File: config.mk
export PLATFORM = sky130hd
export DESIGN_NAME = bf_run_ctrl_flat
export DESIGN_NICKNAME = d
export VERILOG_FILES = /design/src/rtl/bf_pkg.sv /design/src/rtl/bf_run_ctrl_if.sv /design/src/rtl/bf_halt_detect.sv /design/src/rtl/bf_run_ctrl.sv /design/src/flat_wrapper.sv
export SDC_FILE = /design/constraint.sdc
export NUM_CORES = 1
export LEC_CHECK = 0
export ABC_AREA = 1
export CORE_MARGIN = 8
export CORE_UTILIZATION = 51
export DETAILED_ROUTE_END_ITERATION = 8
export PLACE_DENSITY = 0.88
export SYNTH_ARGS = -nofsm -noshare
export SYNTH_HDL_FRONTEND = slang
export SYNTH_HIERARCHICAL = 1
export SYNTH_SLANG_ARGS = --single-unit
export TNS_END_PERCENT = 30
File: constraint.sdc
create_clock -name clk -period 1.9 [get_ports clk]
set_input_delay 0.285 -clock clk [delete_from_list [all_inputs] [get_ports clk]]
set_output_delay 0.285 -clock clk [all_outputs]
set_load 0.03 [all_outputs]
File: src/rtl/bf_pkg.sv
// rtl/bf_pkg.sv - shared sequencer states and brainfuck opcode constants
package bf_pkg;

    typedef enum logic [2:0] {
        ST_IDLE  = 3'd0,
        ST_LOAD  = 3'd1,
        ST_TERM  = 3'd2,
        ST_CLEAR = 3'd3,
        ST_RUN   = 3'd4,
        ST_DONE  = 3'd5
    } bf_state_e;

    localparam logic [7:0] BF_OP_HALT  = 8'h00;
    localparam logic [7:0] BF_OP_INC   = 8'h2B;
    localparam logic [7:0] BF_OP_DEC   = 8'h2D;
    localparam logic [7:0] BF_OP_LEFT  = 8'h3C;
    localparam logic [7:0] BF_OP_RIGHT = 8'h3E;
    localparam logic [7:0] BF_OP_OUT   = 8'h2E;
    localparam logic [7:0] BF_OP_IN    = 8'h2C;
    localparam logic [7:0] BF_OP_JZ    = 8'h5B;
    localparam logic [7:0] BF_OP_JNZ   = 8'h5D;

    function automatic logic [7:0] bf_op_by_index(input logic [2:0] idx);
        logic [7:0] op;
        op = BF_OP_HALT;
        case (idx)
            3'd0: op = BF_OP_INC;
            3'd1: op = BF_OP_DEC;
            3'd2: op = BF_OP_LEFT;
            3'd3: op = BF_OP_RIGHT;
            3'd4: op = BF_OP_OUT;
            3'd5: op = BF_OP_IN;
            3'd6: op = BF_OP_JZ;
            3'd7: op = BF_OP_JNZ;
        endcase
        return op;
    endfunction

endpackage

File: src/rtl/bf_run_ctrl_if.sv
// rtl/bf_run_ctrl_if.sv - program byte stream plus program/data RAM write ports of the run sequencer
interface bf_run_ctrl_if #(
    parameter int ADDR_W = 8
) ();

    logic [7:0]        in_data;
    logic              in_valid;
    logic              in_last;
    logic              in_ready;
    logic [ADDR_W-1:0] pmem_addr;
    logic [7:0]        pmem_wdata;
    logic              pmem_wen;
    logic [ADDR_W-1:0] dmem_addr;
    logic              dmem_wen;

    modport master (
        output in_data, in_valid, in_last,
        input  in_ready, pmem_addr, pmem_wdata, pmem_wen, dmem_addr, dmem_wen
    );

    modport slave (
        input  in_data, in_valid, in_last,
        output in_ready, pmem_addr, pmem_wdata, pmem_wen, dmem_addr, dmem_wen
    );

endinterface

File: src/rtl/bf_halt_detect.sv
// rtl/bf_halt_detect.sv - flags a halted core after HALT_IDLE consecutive cycles without a program fetch
module bf_halt_detect #(
    parameter int HALT_IDLE = 8
) (
    input  logic clk,
    input  logic reset,
    input  logic enable,
    input  logic core_prog_ren,
    output logic halted
);

    localparam int                CNT_W = $clog2(HALT_IDLE + 1);
    localparam logic [CNT_W-1:0] LIMIT = CNT_W'(HALT_IDLE);

    logic [CNT_W-1:0] idle_cnt_q, idle_cnt_d;

    // Saturates at LIMIT so a long-halted core never wraps back to "running".
    always_comb begin
        idle_cnt_d = idle_cnt_q;
        if (!enable || core_prog_ren) begin
            idle_cnt_d = '0;
        end else if (idle_cnt_q != LIMIT) begin
            idle_cnt_d = idle_cnt_q + 1'b1;
        end
    end

    always_ff @(posedge clk or posedge reset) begin
        if (reset) begin
            idle_cnt_q <= '0;
        end else begin
            idle_cnt_q <= idle_cnt_d;
        end
    end

    assign halted = enable && (idle_cnt_q == LIMIT);

endmodule

File: src/rtl/bf_run_ctrl.sv
// rtl/bf_run_ctrl.sv - run sequencer: load program, write terminator, clear data RAM, run and re-park core; BF_WATCHDOG_EN adds a run watchdog
module bf_run_ctrl
    import bf_pkg::*;
#(
    parameter int ADDR_W    = 8,
    parameter int HALT_IDLE = 8,
    parameter int WDOG_W    = 24
) (
    input  logic         clk,
    input  logic         reset,
    input  logic         load_start,
    input  logic         abort,
    bf_run_ctrl_if.slave bus,
    output logic         mem_owner,
    output logic         core_reset,
    input  logic         core_prog_ren,
    output logic         busy,
    output logic         done,
    output logic         err_ovf,
    output logic         err_wdog
);

    // Program bytes occupy 0..DEPTH-3; the terminator then always lands at or below DEPTH-2.
    localparam logic [ADDR_W-1:0] LAST_PROG_IDX = ADDR_W'(2**ADDR_W - 3);

    bf_state_e         state_q, state_d;
    logic [ADDR_W-1:0] cnt_q, cnt_d;
    logic              in_ready_q, in_ready_d;
    logic [ADDR_W-1:0] pmem_addr_q, pmem_addr_d;
    logic [7:0]        pmem_wdata_q, pmem_wdata_d;
    logic              pmem_wen_q, pmem_wen_d;
    logic [ADDR_W-1:0] dmem_addr_q, dmem_addr_d;
    logic              dmem_wen_q, dmem_wen_d;
    logic              mem_owner_q, mem_owner_d;
    logic              core_reset_q, core_reset_d;
    logic              busy_q, busy_d;
    logic              done_q, done_d;
    logic              err_ovf_q, err_ovf_d;
    logic              accept;
    logic              run_end;
    logic              run_en;
    logic              halted;
`ifdef BF_WATCHDOG_EN
    logic [WDOG_W-1:0] wdog_q, wdog_d;
    logic              err_wdog_q, err_wdog_d;
`endif

    assign run_en = (state_q == ST_RUN);

    bf_halt_detect #(
        .HALT_IDLE (HALT_IDLE)
    ) u_halt_detect (
        .clk           (clk),
        .reset         (reset),
        .enable        (run_en),
        .core_prog_ren (core_prog_ren),
        .halted        (halted)
    );

    always_comb begin
        state_d      = state_q;
        cnt_d        = cnt_q;
        in_ready_d   = in_ready_q;
        pmem_addr_d  = pmem_addr_q;
        pmem_wdata_d = pmem_wdata_q;
        pmem_wen_d   = 1'b0;
        dmem_addr_d  = dmem_addr_q;
        dmem_wen_d   = 1'b0;
        mem_owner_d  = mem_owner_q;
        core_reset_d = core_reset_q;
        done_d       = 1'b0;
        err_ovf_d    = err_ovf_q;
        accept       = bus.in_valid && in_ready_q;
        run_end      = 1'b0;
`ifdef BF_WATCHDOG_EN
        wdog_d       = wdog_q;
        err_wdog_d   = err_wdog_q;
`endif

        case (state_q)
            ST_IDLE, ST_DONE: begin
                if (load_start) begin
                    state_d    = ST_LOAD;
                    cnt_d      = '0;
                    in_ready_d = 1'b1;
                    err_ovf_d  = 1'b0;
`ifdef BF_WATCHDOG_EN
                    err_wdog_d = 1'b0;
`endif
                end
            end
            ST_LOAD: begin
                if (accept) begin
                    pmem_wen_d   = 1'b1;
                    pmem_addr_d  = cnt_q;
                    pmem_wdata_d = bus.in_data;
                    cnt_d        = cnt_q + 1'b1;
                    if (bus.in_last) begin
                        state_d    = ST_TERM;
                        in_ready_d = 1'b0;
                    end else if (cnt_q == LAST_PROG_IDX) begin
                        state_d    = ST_TERM;
                        in_ready_d = 1'b0;
                        err_ovf_d  = 1'b1;
                    end
                end
            end
            ST_TERM: begin
                pmem_wen_d   = 1'b1;
                pmem_addr_d  = cnt_q;
                pmem_wdata_d = BF_OP_HALT;
                dmem_wen_d   = 1'b1;
                dmem_addr_d  = '0;
                state_d      = ST_CLEAR;
            end
            ST_CLEAR: begin
                // The address wraps back to 0 on the final step, leaving the port parked at 0.
                dmem_addr_d = dmem_addr_q + 1'b1;
                if (dmem_addr_q == '1) begin
                    state_d      = ST_RUN;
                    mem_owner_d  = 1'b0;
                    core_reset_d = 1'b0;
`ifdef BF_WATCHDOG_EN
                    wdog_d       = '0;
`endif
                end else begin
                    dmem_wen_d = 1'b1;
                end
            end
            ST_RUN: begin
                run_end = halted;
`ifdef BF_WATCHDOG_EN
                wdog_d = wdog_q + 1'b1;
                if (&wdog_d) begin
                    run_end    = 1'b1;
                    err_wdog_d = 1'b1;
                end
`endif
                if (run_end) begin
                    state_d      = ST_DONE;
                    core_reset_d = 1'b1;
                    mem_owner_d  = 1'b1;
                    done_d       = 1'b1;
                end
            end
            default: begin
                state_d = ST_IDLE;
            end
        endcase

        if (abort) begin
            state_d      = ST_IDLE;
            core_reset_d = 1'b1;
            mem_owner_d  = 1'b1;
            pmem_wen_d   = 1'b0;
            dmem_wen_d   = 1'b0;
            in_ready_d   = 1'b0;
            done_d       = 1'b0;
        end

        busy_d = (state_d != ST_IDLE) && (state_d != ST_DONE);
    end

    always_ff @(posedge clk or posedge reset) begin
        if (reset) begin
            state_q      <= ST_IDLE;
            cnt_q        <= '0;
            in_ready_q   <= 1'b0;
            pmem_addr_q  <= '0;
            pmem_wdata_q <= '0;
            pmem_wen_q   <= 1'b0;
            dmem_addr_q  <= '0;
            dmem_wen_q   <= 1'b0;
            mem_owner_q  <= 1'b1;
            core_reset_q <= 1'b1;
            busy_q       <= 1'b0;
            done_q       <= 1'b0;
            err_ovf_q    <= 1'b0;
        end else begin
            state_q      <= state_d;
            cnt_q        <= cnt_d;
            in_ready_q   <= in_ready_d;
            pmem_addr_q  <= pmem_addr_d;
            pmem_wdata_q <= pmem_wdata_d;
            pmem_wen_q   <= pmem_wen_d;
            dmem_addr_q  <= dmem_addr_d;
            dmem_wen_q   <= dmem_wen_d;
            mem_owner_q  <= mem_owner_d;
            core_reset_q <= core_reset_d;
            busy_q       <= busy_d;
            done_q       <= done_d;
            err_ovf_q    <= err_ovf_d;
        end
    end

`ifdef BF_WATCHDOG_EN
    always_ff @(posedge clk or posedge reset) begin
        if (reset) begin
            wdog_q     <= '0;
            err_wdog_q <= 1'b0;
        end else begin
            wdog_q     <= wdog_d;
            err_wdog_q <= err_wdog_d;
        end
    end

    assign err_wdog = err_wdog_q;
`else
    // No watchdog is built; this is constant low for every usable WDOG_W.
    assign err_wdog = (WDOG_W == 0);
`endif

    assign bus.in_ready   = in_ready_q;
    assign bus.pmem_addr  = pmem_addr_q;
    assign bus.pmem_wdata = pmem_wdata_q;
    assign bus.pmem_wen   = pmem_wen_q;
    assign bus.dmem_addr  = dmem_addr_q;
    assign bus.dmem_wen   = dmem_wen_q;
    assign mem_owner      = mem_owner_q;
    assign core_reset     = core_reset_q;
    assign busy           = busy_q;
    assign done           = done_q;
    assign err_ovf        = err_ovf_q;

endmodule

File: src/flat_wrapper.sv
// flat-port wrapper written by rule: the top's interface ports become plain ports
module bf_run_ctrl_flat import bf_pkg::*;
#(
    parameter int ADDR_W    = 8,
    parameter int HALT_IDLE = 8,
    parameter int WDOG_W    = 24
)
  (clk, reset, load_start, abort, mem_owner, core_reset, core_prog_ren, busy, done, err_ovf, err_wdog, bus_in_data, bus_in_valid, bus_in_last, bus_in_ready, bus_pmem_addr, bus_pmem_wdata, bus_pmem_wen, bus_dmem_addr, bus_dmem_wen);
  bf_run_ctrl_if #(.ADDR_W(ADDR_W)) bus_i ();
  input  logic clk;
  input  logic reset;
  input  logic load_start;
  input  logic abort;
  output logic mem_owner;
  output logic core_reset;
  input  logic core_prog_ren;
  output logic busy;
  output logic done;
  output logic err_ovf;
  output logic err_wdog;
  input wire logic [$bits(bus_i.in_data)-1:0] bus_in_data;
  input wire logic [$bits(bus_i.in_valid)-1:0] bus_in_valid;
  input wire logic [$bits(bus_i.in_last)-1:0] bus_in_last;
  output wire logic [$bits(bus_i.in_ready)-1:0] bus_in_ready;
  output wire logic [$bits(bus_i.pmem_addr)-1:0] bus_pmem_addr;
  output wire logic [$bits(bus_i.pmem_wdata)-1:0] bus_pmem_wdata;
  output wire logic [$bits(bus_i.pmem_wen)-1:0] bus_pmem_wen;
  output wire logic [$bits(bus_i.dmem_addr)-1:0] bus_dmem_addr;
  output wire logic [$bits(bus_i.dmem_wen)-1:0] bus_dmem_wen;
  assign bus_i.in_data = bus_in_data;
  assign bus_i.in_valid = bus_in_valid;
  assign bus_i.in_last = bus_in_last;
  assign bus_in_ready = bus_i.in_ready;
  assign bus_pmem_addr = bus_i.pmem_addr;
  assign bus_pmem_wdata = bus_i.pmem_wdata;
  assign bus_pmem_wen = bus_i.pmem_wen;
  assign bus_dmem_addr = bus_i.dmem_addr;
  assign bus_dmem_wen = bus_i.dmem_wen;
  bf_run_ctrl #(.ADDR_W(ADDR_W), .HALT_IDLE(HALT_IDLE), .WDOG_W(WDOG_W)) u_core (.clk(clk), .reset(reset), .load_start(load_start), .abort(abort), .bus(bus_i), .mem_owner(mem_owner), .core_reset(core_reset), .core_prog_ren(core_prog_ren), .busy(busy), .done(done), .err_ovf(err_ovf), .err_wdog(err_wdog));
endmodule
Word level (Yosys, flattened, before mapping). Cells that the tools add are included.

Flip-flop bits (word level): 46. Logic and storage cells: 96.

Add/sub/neg operators: 3. Equal/unequal tests: 19. Mux-type cells: 42. Reduce and logical (&&, ||, !) cells: 19.

Operators by type and width (count): one-hot mux 8 bit (2 select lines) (4); 2-to-1 mux 8 bit (4); 2-to-1 mux 3 bit (7); 2-to-1 mux 1 bit (19); adder 8 x 1 -> 8 bit, second input constant (2); == test 8 bit, second input constant (2); one-hot mux 3 bit (5 select lines) (1); one-hot mux 1 bit (2 select lines) (5); != test 3 x 2 -> 1 bit, second input constant (3); nonzero test 3 bit (3); 2-to-1 mux 4 bit (2); nonzero test 2 bit (4); == test 3 x 2 -> 1 bit, second input constant (2); == test 3 bit, second input constant (2); != test 3 bit, second input constant (2); AND reduction 3 bit (2); AND reduction 5 bit (1); adder 4 x 1 -> 4 bit, second input constant (1); == test 4 bit, second input constant (1); != test 2 x 1 -> 1 bit, second input constant (2); != test 2 bit, second input constant (2); != test 4 x 3 -> 1 bit, second input constant (1); != test 4 bit, second input constant (1); AND reduction 4 bit (1); 7 further kinds (9).

Depth between registers and ports, before layout. Gate-level depths: netlist of the first run.

Depth in word-level cells: 8. Depth in mapped cells: 11. Gate-level depth less buffers: 11.

Modules after synthesis. The synthesis of the first run kept the hierarchy.

By module, submodules not included: bf_run_ctrl (instances 1, cells an instance 240, area each 2010.7 µm²); bf_halt_detect (instances 1, cells an instance 34, area each 265.3 µm²).

Worst setup path before layout of the first run. Ideal clock, no wire load.

Path kind: reg-to-reg. Start point: reg u_core.dmem_addr_q[0] (netlist: u_core/bus.dmem_addr[0]). End point: reg u_core.busy_q (netlist: u_core/busy). Library setup time: 125 ps. Arrival: 1458 ps. Data required time: 1775 ps. Setup slack: 317 ps. Stages on the path, launching flop included: 11. Path buffers: 0. Cells stage by stage: dfrtp_1 ha_1 inv_1 nor2_1 nand2_1 nand2_1 nand2_1 nor2_1 nand2_1 nand3_1 nand3_1.

Word-level cells in the longest chain between the ends: 6. Elaborated cells between the ends (all ways): 7. Those cells by class: 2 x eq/ne; 3 x mux; 2 x reduce/logical.

RTL lines: start, declared (line bf_run_ctrl.sv:32) `logic [ADDR_W-1:0] dmem_addr_q, dmem_addr_d;`; start signal, assigned (line bf_run_ctrl.sv:186) `dmem_addr_q <= dmem_addr_d;`; == test 8 bit * (line bf_run_ctrl.sv:119) `if (dmem_addr_q == '1) begin`; 2-to-1 mux 3 bit * (line bf_run_ctrl.sv:119); one-hot mux 3 bit (5 select lines) * (line bf_run_ctrl.sv:80) `case (state_q)`; 2-to-1 mux 3 bit * (line bf_run_ctrl.sv:151) `if (abort) begin`; != test 3 bit / nonzero test 3 bit (equally long branches) (line bf_run_ctrl.sv:161) `busy_d = (state_d != ST_IDLE) && (state_d != ST_DONE);`; logical AND 1 bit * (line bf_run_ctrl.sv:161); net u_core.busy_d (line bf_run_ctrl.sv:36) `logic busy_q, busy_d;`; end signal, assigned (line bf_run_ctrl.sv:190) `busy_q <= busy_d;`; end, declared (line bf_run_ctrl.sv:36).

Mark *: on every way through the listed nets, which the timed path passes. The rest lies on a longest branch. A chain may end at the register's enable or synchronous reset.

Worst setup path in the final report of the first run.
Start point: reg u_core.core_reset_q (netlist: u_core/core_reset). End point: out core_reset.

RTL lines: start, declared (line bf_run_ctrl.sv:35) `logic core_reset_q, core_reset_d;`; start signal, assigned (line bf_run_ctrl.sv:189) `core_reset_q <= core_reset_d;`; end, declared (line flat_wrapper.sv:15) `output logic core_reset;`.

No word-level cell between the ends.

==> impl_metrics.env, run 1 <==
export IMPL_avgRoutedWirePerCell_um=14.0
export IMPL_cts_resized=0
export IMPL_power_leakage_nw=1.39
export IMPL_fp_dieH_um=82.8
export IMPL_finalNetCount=346
export IMPL_netlist_area_um2=2280
export IMPL_track_usage=0.162
export IMPL_htreeDepth=2
export IMPL_fin_crit_ps=1800
export IMPL_arrival_ps=1520
export IMPL_max_stage_delay_ps=670
export IMPL_synth_nets=294
export IMPL_path_buf_inv=1
export IMPL_cp_end_kind="output pin"
export IMPL_synth_area_per_cell_um2=8.31
export IMPL_clkSlewWorstSetupHoldPaths_ps=80
export IMPL_core_um2=4320
export IMPL_nFillCells=368
export IMPL_ys_seq_elements=46
export IMPL_start_kind="flop"
export IMPL_synth_adder_area_share=0.0275
export IMPL_antenna_found_initial=0
export IMPL_synthCells=274
export IMPL_layout_drive_gt1_share=0.0887
export IMPL_path_cells="clkdlybuf4s50_1"
export IMPL_ant_nets=0
export IMPL_cts_made_buffers=5
export IMPL_placementRows=24
export IMPL_routed_wl_mm=5.30
export IMPL_diodes=0
export IMPL_finalSetupTns_ps=0
export IMPL_place_area_um2=2810
export IMPL_start_util=0.526
export IMPL_synth_xor_area_frac=0.0269
export IMPL_vias=1996
export IMPL_dp_hpwl_mm=4.10
export IMPL_r2r_end="u_core/busy"
export IMPL_skew_ps=7.95
export IMPL_crit_slowest_cell="clkdlybuf4s50_1"
export IMPL_fin_crit_sh=0.948
export IMPL_synth_top_family_by_area="simple AND/OR/NAND/NOR gates"
export IMPL_route_detailed_drc=0
export IMPL_path_max_fanout=3
export IMPL_drtIter0Drc=122
export IMPL_rr_startpoint="u_core/state_q[2]"
export IMPL_synth_compound_area_frac=0.101
export IMPL_synth_cell_types=27
export IMPL_cts_root_buf="clkbuf_8"
export IMPL_synth_mux_area_frac=0
export IMPL_post_cts_buffers=0
export IMPL_crit_type="flop to output pin"
export IMPL_max_cap_violations=0
export IMPL_area_delta_synth_final_pct=27.8
export IMPL_power_density_nw_per_um2=1030
export IMPL_synth_seq_area_share=0.506
export IMPL_die_width_um=82.8
export IMPL_viasPerCell=5.27
export IMPL_place_ws_ps=-28.5
export IMPL_r2r_slack_ps=300
export IMPL_finalHoldViolCount=0
export IMPL_synth_simple_gate_area_frac=0.253
export IMPL_setup_violations=0
export IMPL_crit_family="buffers and inverters"
export IMPL_slew_violations=0
export IMPL_rsz0062_at_grt="no"
export IMPL_ys_warn_count=6
export IMPL_grt_pass1_vias=2042
export IMPL_finalInstanceArea_um2=2910
export IMPL_clock_insertion_delay_worst_skew_ps=300
export IMPL_fmaxAchievable_mhz=555
export IMPL_io_pins=48
export IMPL_cts_tree="built"
export IMPL_r2r_cells=7
export IMPL_grt_max_degree=25
export IMPL_cp_depth=1
export IMPL_portBuffers=46
export IMPL_design_die_area_um2=6860
export IMPL_cts_buffer_depth=2
export IMPL_layout_setup_ws_ps=97.9
export IMPL_routabilityCongestion=0.835
export IMPL_outcome="finished clean"
export IMPL_clock_sinks=46
export IMPL_grt_ovfl_total=0
export IMPL_grt_pass1_wl_mm=9.52
export IMPL_dr_pass1_iters=4
export IMPL_cp_required_ps=1620
export IMPL_postCtsHoldBufs=0
export IMPL_hp_class="input port to asynchronous set/reset pin"
export IMPL_vdd_drop_max_uv=532
-- per-stage QoR --
stage,util,hold WS [ps],cells,power (mW)
after floorplan,-,51.1,274,1.92
after CTS,0.672,175,379,3.01
after detailed placement,0.650,473,371,2.39
after global routing,0.673,203,379,3.15
after global placement,0.650,464,371,2.35
final,0.673,180,379,2.99
-- state kept, by name, indices dropped and copies added, names as in the netlist --
signal and flops:
u_core/bus.pmem_wdata 8, u_core/u_halt_detect/idle_cnt_q 4, u_core/bus.pmem_wen 1, u_core/bus.dmem_wen 1
u_core/core_reset 1, u_core/busy 1, u_core/bus.in_ready 1, u_core/err_ovf 1
u_core/cnt_q 8, u_core/state_q 3, u_core/done 1, u_core/bus.dmem_addr 8
u_core/bus.pmem_addr 8
-- synth_stat cells --
| master | count | area [um^2] |
|---|---|---|
| nand2_1 | 69 | 259 |
| dfrtp_1 | 45 | 1130 |
| inv_1 | 34 | 128 |
| nand3_1 | 26 | 130 |
| nor2_1 | 22 | 82.6 |
| o21ai_0 | 15 | 75.1 |
| a22o_1 | 9 | 78.8 |
| o21ai_1 | 6 | 30.0 |
| buf_2 | 5 | 25.0 |
| ha_1 | 5 | 62.6 |
| inv_2 | 5 | 18.8 |
| xor2_1 | 5 | 43.8 |
| o31ai_1 | 4 | 30.0 |
| a21oi_1 | 3 | 15.0 |
| nand4_1 | 3 | 18.8 |
| nor2_2 | 3 | 18.8 |
| nor3_1 | 3 | 15.0 |
| buf_4 | 2 | 15.0 |
| xnor2_1 | 2 | 17.5 |
| clkbuf_1 | 1 | 3.75 |
| conb_1 | 1 | 3.75 |
| dfstp_2 | 1 | 26.3 |
| nand2_2 | 1 | 6.26 |
| nand3_2 | 1 | 10.0 |
| nor2_8 | 1 | 20.0 |
| nor3_2 | 1 | 10.0 |
| or2_2 | 1 | 6.26 |
-- report_power, final --
group          total, mW  internal [mW]  switching (mW)
Sequential          1.28           1.16           0.129
Clock              0.617          0.266           0.351
Combinational       1.08          0.445           0.640
-- cells by family (layout without fill, tap and decap cells) --
family	count (synthesis)	in the layout
compound gates	37	37
xor+xnor	7	7
fa+ha+maj	5	5
buf+inv	47	100
flops	46	46
other cells	1	1
simple gates	131	131
-- routing by layer --
metal  vias to the layer above  global-route usage  part of all wire
met3                        11              0.0469             0.056
li1                        978                   -                 -
met5                         -                   0                 0
met1                       950               0.199              0.44
met4                         0              0.0623             0.019
met2                        57               0.260              0.48
-- worst max path at each step --
stage | slack [ps] | startpoint | end
finish | 100 | u_core/core_reset | core_reset
global route | 40 | u_core/core_reset | core_reset
CTS | 80 | u_core/core_reset | core_reset
detailed placement | -30 | bus_in_valid | u_core/bus.pmem_addr[2]
global placement | 70 | bus_in_valid | u_core/bus.pmem_addr[7]
floorplan | 320 | u_core/bus.dmem_addr[0] | u_core/busy
-- layout make-up --
| class | instances | area, um^2 | area share |
|---|---|---|---|
| inverters | 39 | 146 | 0.0503 |
| clock buffers | 5 | 68.8 | 0.0237 |
| multi-input cells | 181 | 938 | 0.323 |
| repair buffers | 53 | 513 | 0.176 |
| well taps | 52 | 65.1 | 0.0224 |
| flip-flops and latches | 46 | 1150 | 0.396 |
| clock inverters | 3 | 25.0 | 0.00860 |
-- cell usage in the layout, fill, tap and decap left out, types with 6 or more instances in the layout --
cell / instances
nand2_1: 69
nor2_1: 22
inv_1: 34
a22o_1: 9
dfrtp_1: 45
o21ai_1: 6
clkdlybuf4s50_1: 46
nand3_1: 26
buf_4: 7
o21ai_0: 15
No activity file was read; power rests on OpenSTA's default activity.
==> inputs of run 2 (changes only) <==
--- a/config.mk
+++ b/config.mk
@@ -5,11 +5,10 @@
 export SDC_FILE = /design/constraint.sdc
 export NUM_CORES = 1
 export LEC_CHECK = 0
-export ABC_AREA = 1
 export CORE_MARGIN = 8
-export CORE_UTILIZATION = 51
+export CORE_UTILIZATION = 50
 export DETAILED_ROUTE_END_ITERATION = 8
-export PLACE_DENSITY = 0.88
+export PLACE_DENSITY = 0.87
 export SYNTH_ARGS = -nofsm -noshare
 export SYNTH_HDL_FRONTEND = slang
 export SYNTH_HIERARCHICAL = 1
==> impl_metrics.env, run 2 <==
export IMPL_design_die_area_um2=6900
export IMPL_clock_insertion_delay_worst_skew_ps=300
export IMPL_core_um2=4350
export IMPL_p_total_mw=2.37
export IMPL_p_switching_uw=736
export IMPL_seqPwrFrac=0.478
export IMPL_multi_input_area_um2=1010
export IMPL_setup_violations=0
export IMPL_dp_hpwl_mm=3.66
export IMPL_layout_commonest_cell="clkdlybuf4s50_1"
export IMPL_place_area_um2=2850
export IMPL_synth_top_area_cell="dfrtp_1"
export IMPL_antenna_found_initial=0
export IMPL_crit_type="input port to flop"
export IMPL_max_cap_violations=0
export IMPL_synth_area_per_cell_um2=9.90
export IMPL_clkSlewWorstSetupHoldPaths_ps=80
export IMPL_ys_seq_elements=46
export IMPL_netlist_area_um2=2250
export IMPL_layout_drive_gt1_share=0.167
export IMPL_power_frac_clock=0.260
export IMPL_regArea_um2=1150
export IMPL_ys_async_sr_fraction=1.00
export IMPL_grt_pass1_wl_mm=8.45
export IMPL_grt_pass1_vias=1815
export IMPL_nFillCells=344
export IMPL_finalHoldViolCount=0
export IMPL_cp_end_kind="flop"
export IMPL_post_cts_buffers=0
export IMPL_postCtsHoldBufs=0
export IMPL_routabilityCongestion=0.797
export IMPL_avgRoutedWirePerCell_um=14.5
export IMPL_finalSetupTns_ps=0
export IMPL_cts_tree="built"
export IMPL_skew_ps=7.71
export IMPL_slew_violations=0
export IMPL_io_pins=48
export IMPL_final_cells=340
export IMPL_synth_commonest_cells="45 x dfrtp_1, 38 x nand2_1, 23 x nor2_1"
export IMPL_area_delta_synth_final_pct=31.9
export IMPL_layout_setup_ws_ps=67.7
export IMPL_fmaxAchievable_mhz=546
export IMPL_outcome="finished clean"
export IMPL_hold_worst_slack_ps=185
export IMPL_ys_flop_type="dfrtp_1"
export IMPL_die_width_um=83.0
export IMPL_finalInstanceArea_um2=2960
export IMPL_dr_pass1_iters=4
export IMPL_diodes=0
export IMPL_viasPerCell=5.32
export IMPL_vdd_drop_max_uv=380
export IMPL_path_max_fanout=9
export IMPL_placementRows=24
export IMPL_vias=1809
export IMPL_utilization=0.681
export IMPL_place_ws_ps=-198
export IMPL_synthCells=227
export IMPL_power_density_nw_per_um2=799
export IMPL_synth_seq_area_share=0.513
export IMPL_finalNetCount=307
export IMPL_synth_edf_count=0
export IMPL_final_cell_mix="46 x clkdlybuf4s50_1, 45 x dfrtp_1, 38 x nand2_1, 22 x nor2_1, 17 x buf_4"
export IMPL_drtIter0Drc=75
export IMPL_hp_class="input port to asynchronous set/reset pin"
export IMPL_p_sw_frac=0.311
export IMPL_route_detailed_drc=0
export IMPL_fin_crit_ps=1830
export IMPL_ys_warn_count=6
export IMPL_dpl_cell_count=332
export IMPL_track_usage=0.146
export IMPL_cp_required_ps=2130
export IMPL_power_leakage_nw=1.29
export IMPL_power_frac_comb=0.261
export IMPL_start_util=0.516
export IMPL_ant_nets=0
export IMPL_cts_buffer_depth=2
export IMPL_yosysMostFrequentCell="dfrtp_1"
export IMPL_synth_area_top_cells="dfrtp_1 50%, nand2_1 6.3%, mux2_2 4.0%, nor2_1 3.8%, a21oi_1 3.1%"
export IMPL_grt_ovfl_total=0
export IMPL_fp_dieH_um=83.0
export IMPL_start_kind="input port"
export IMPL_grt_max_degree=43
export IMPL_cts_root_buf="clkbuf_8"
export IMPL_cts_made_buffers=5
export IMPL_fin_crit_sh=0.964
export IMPL_intPower_mw=1.63
export IMPL_synth_nets=247
export IMPL_routed_wl_mm=4.93
export IMPL_htreeDepth=2
export IMPL_portBuffers=46
export IMPL_synth_top_cell_area_share=0.501
export IMPL_clock_sinks=46
export IMPL_arrival_ps=2070
export IMPL_synth_cell_types=43
## run 2: cell families after synthesis
logic type	Yosys count	share of synthesized area
buf+inv	20	0.0451
xor+xnor	11	0.0429
fa+ha+maj	5	0.0278
other cells	1	0.00167
simple gates	100	0.228
mux	9	0.0445
flops	46	0.513
compound gates	35	0.0974
## run 2: worst paths after layout
kind	from	endpoint	slack, ps	cells past startpoint
max	load_start	u_core/cnt_q[6]	70	5
min	reset	u_core/u_halt_detect/idle_cnt_q[2]	180	2
max reg2reg	u_core/u_halt_detect/idle_cnt_q[0]	u_core/state_q[0]	100	9
min reg2reg	u_core/bus.pmem_addr[7]	u_core/bus.pmem_addr[7]	510	1
max in group asynchronous	reset	u_core/core_reset	1290	3
min in group clk	u_core/bus.pmem_addr[7]	u_core/bus.pmem_addr[7]	510	1
## run 2: area by class of cell
class,count,area share
Timing Repair Buffer,64,0.205
Multi-Input combinational cell,161,0.341
Tap cell,52,0.0220
Clock buffer,6,0.0279
Sequential cell,46,0.389
Clock inverter,2,0.00422
Inverter,9,0.0114
## run 2: what timing repair did
item                                    CTS  global route
gates resized for setup                   2             2
pin swaps                                 0             3
endpoints found under the setup margin    2             2
## run 2: routing by layer
| metal | share of wire | up-vias | GRT usage |
|---|---|---|---|
| met2 | 0.49 | 45 | 0.242 |
| met5 | 0 | - | 0 |
| met1 | 0.44 | 869 | 0.167 |
| li1 | - | 885 | - |
| met3 | 0.048 | 10 | 0.0430 |
| met4 | 0.025 | 0 | 0.0767 |
## run 2: critical path, cell delays in order
cell and delay (ps):
clkdlybuf4s50_1 580, a21boi_0 150, a311o_1 500, or3_1 400
a21oi_1 150
## run 2: power by group through the flow
stage | Sequential, mW | Clock [mW] | Combinational, mW
after floorplan | 1.31 | 0 | 0.189
after global placement | 1.15 | 0 | 0.605
after detailed placement | 1.15 | 0 | 0.621
after CTS | 1.13 | 0.637 | 0.628
after global routing | 1.15 | 0.675 | 0.663
final | 1.13 | 0.617 | 0.619
==> edit: new RTL, flow settings as in run 2 <==
`ADDR_W` is set to 8 in 3 places; all go to 9.
--- a/src/rtl/bf_run_ctrl_if.sv
+++ b/src/rtl/bf_run_ctrl_if.sv
@@ -2,3 +2,3 @@
 interface bf_run_ctrl_if #(
-    parameter int ADDR_W = 8
+    parameter int ADDR_W = 9
 ) ();
--- a/src/rtl/bf_run_ctrl.sv
+++ b/src/rtl/bf_run_ctrl.sv
@@ -4,3 +4,3 @@
 #(
-    parameter int ADDR_W    = 8,
+    parameter int ADDR_W    = 9,
     parameter int HALT_IDLE = 8,
--- a/src/flat_wrapper.sv
+++ b/src/flat_wrapper.sv
@@ -3,3 +3,3 @@
 #(
-    parameter int ADDR_W    = 8,
+    parameter int ADDR_W    = 9,
     parameter int HALT_IDLE = 8,
Interface: changed (resized bus_dmem_addr and bus_pmem_addr); port bits go from 48 to 50. No check against the original RTL was run, so the function may have changed too.
==> edit against run 2 <==
Cell area up 1.5%. Critical path type is now reg2out. Register-to-register slack better by 20 ps. Power down 0.51%. Routed wire length up 4.4%. Sequential cell count up 3. Synthesized cell count up 0.88%. Global-route usage up 0.72 points. Maximum frequency up 1.4%. Cell count unchanged. Worst setup slack better by 26 ps. Core utilization up 0.066 points. Synthesized area up 3.1%.
==> edit: results (changes against run 2) <==
** Placed design
- The placement-stage cell area is 2910 sq um (+2.1%).
- Placement Setup Slack :: 76.1 ps (+274 ps)
- Count of buffers inserted at the top-level ports :: 48 (+4.3%)
- Routability-driven placement congestion ratio :: 0.891 (+12%)

** Synth
- The fraction of the mapped netlist area in compound gates was 9.99% (+0.25 points).
- Post-synthesis adder-cell area fraction :: 3.24% (+0.46 points)
- The multiplexer share of the synthesized area is 4.81% (+0.35 points).
- The net count after synthesis came to 250 (+1.2%).
- The XOR/XNOR share of the synthesized area came to 5.29% (+1.0 points).
- The share of synthesized area occupied by flip-flops and latches is 53.0% (+1.7 points).

** Power
- The part of the total power dissipated in combinational logic was 24.6% (-1.5 points).
- The switching power summed over all nets was 717 uW (-2.6%).
- Cell leakage power :: 1.35 nW (+4.8%)
- Sequential Power Share :: 50.4% (+2.6 points)

** Clock network
- The post-cts sizing count was 0 (-2).
- Number of sinks driven by the clock tree :: 49 (+6.5%)

** Finish
- The fraction of layout cells with a size suffix above 1 is 14.2% (-2.4 points).
- The multi-input logic cell count is 162 (+0.62%).
- The register fraction of the total cell area came to 40.9% (+2.1 points).

** Critical path
- The slack of the worst reg-to-reg path is 120 ps (+20 ps).
- Crit path max-delay family :: buffers and inverters
- The depth of the worst register-to-register path is 4 (-5).
- The arrival time of data at the critical path endpoint was 1520 ps (-550 ps).
- In this run the worst setup path begins at u_core/core_reset.

** Routing
- Total detailed-routing wirelength :: 5150 um (+4.4%)
- Vias per std cell :: 5.33 (+0.11%)

** GRT
- The number of global-route vias before repair is 1876 (+3.4%).

** Timing
- Clock skew :: 6.28 ps (-1.43 ps)
- Crit path time final :: 1810 ps (-26.0 ps)

** Status
- The run finished with clean final reports.
-- edit: changes by cell type after synthesis, moves of 3 or more --
cell	run 2	this run
sky130_fd_sc_hd__inv_1	9	6
sky130_fd_sc_hd__xor2_1	5	12
sky130_fd_sc_hd__nor3_2	3	0
sky130_fd_sc_hd__o31ai_1	4	0
sky130_fd_sc_hd__dfrtp_1	45	48
sky130_fd_sc_hd__nand2_1	38	35
sky130_fd_sc_hd__nand3_1	10	6
sky130_fd_sc_hd__and3_1	0	3
sky130_fd_sc_hd__o21bai_1	0	3
sky130_fd_sc_hd__o21ai_0	7	10
sky130_fd_sc_hd__xnor2_1	6	2
-- edit: metal layers --
| metal | share of wire [%] | GRT usage, % |
|---|---|---|
| met1 | 45 | 18.5 |
| met2 | 47 | 24.8 |
| met3 | 6.8 | 5.47 |
| met4 | 1.5 | 4.71 |
| met5 | 0 | 0 |
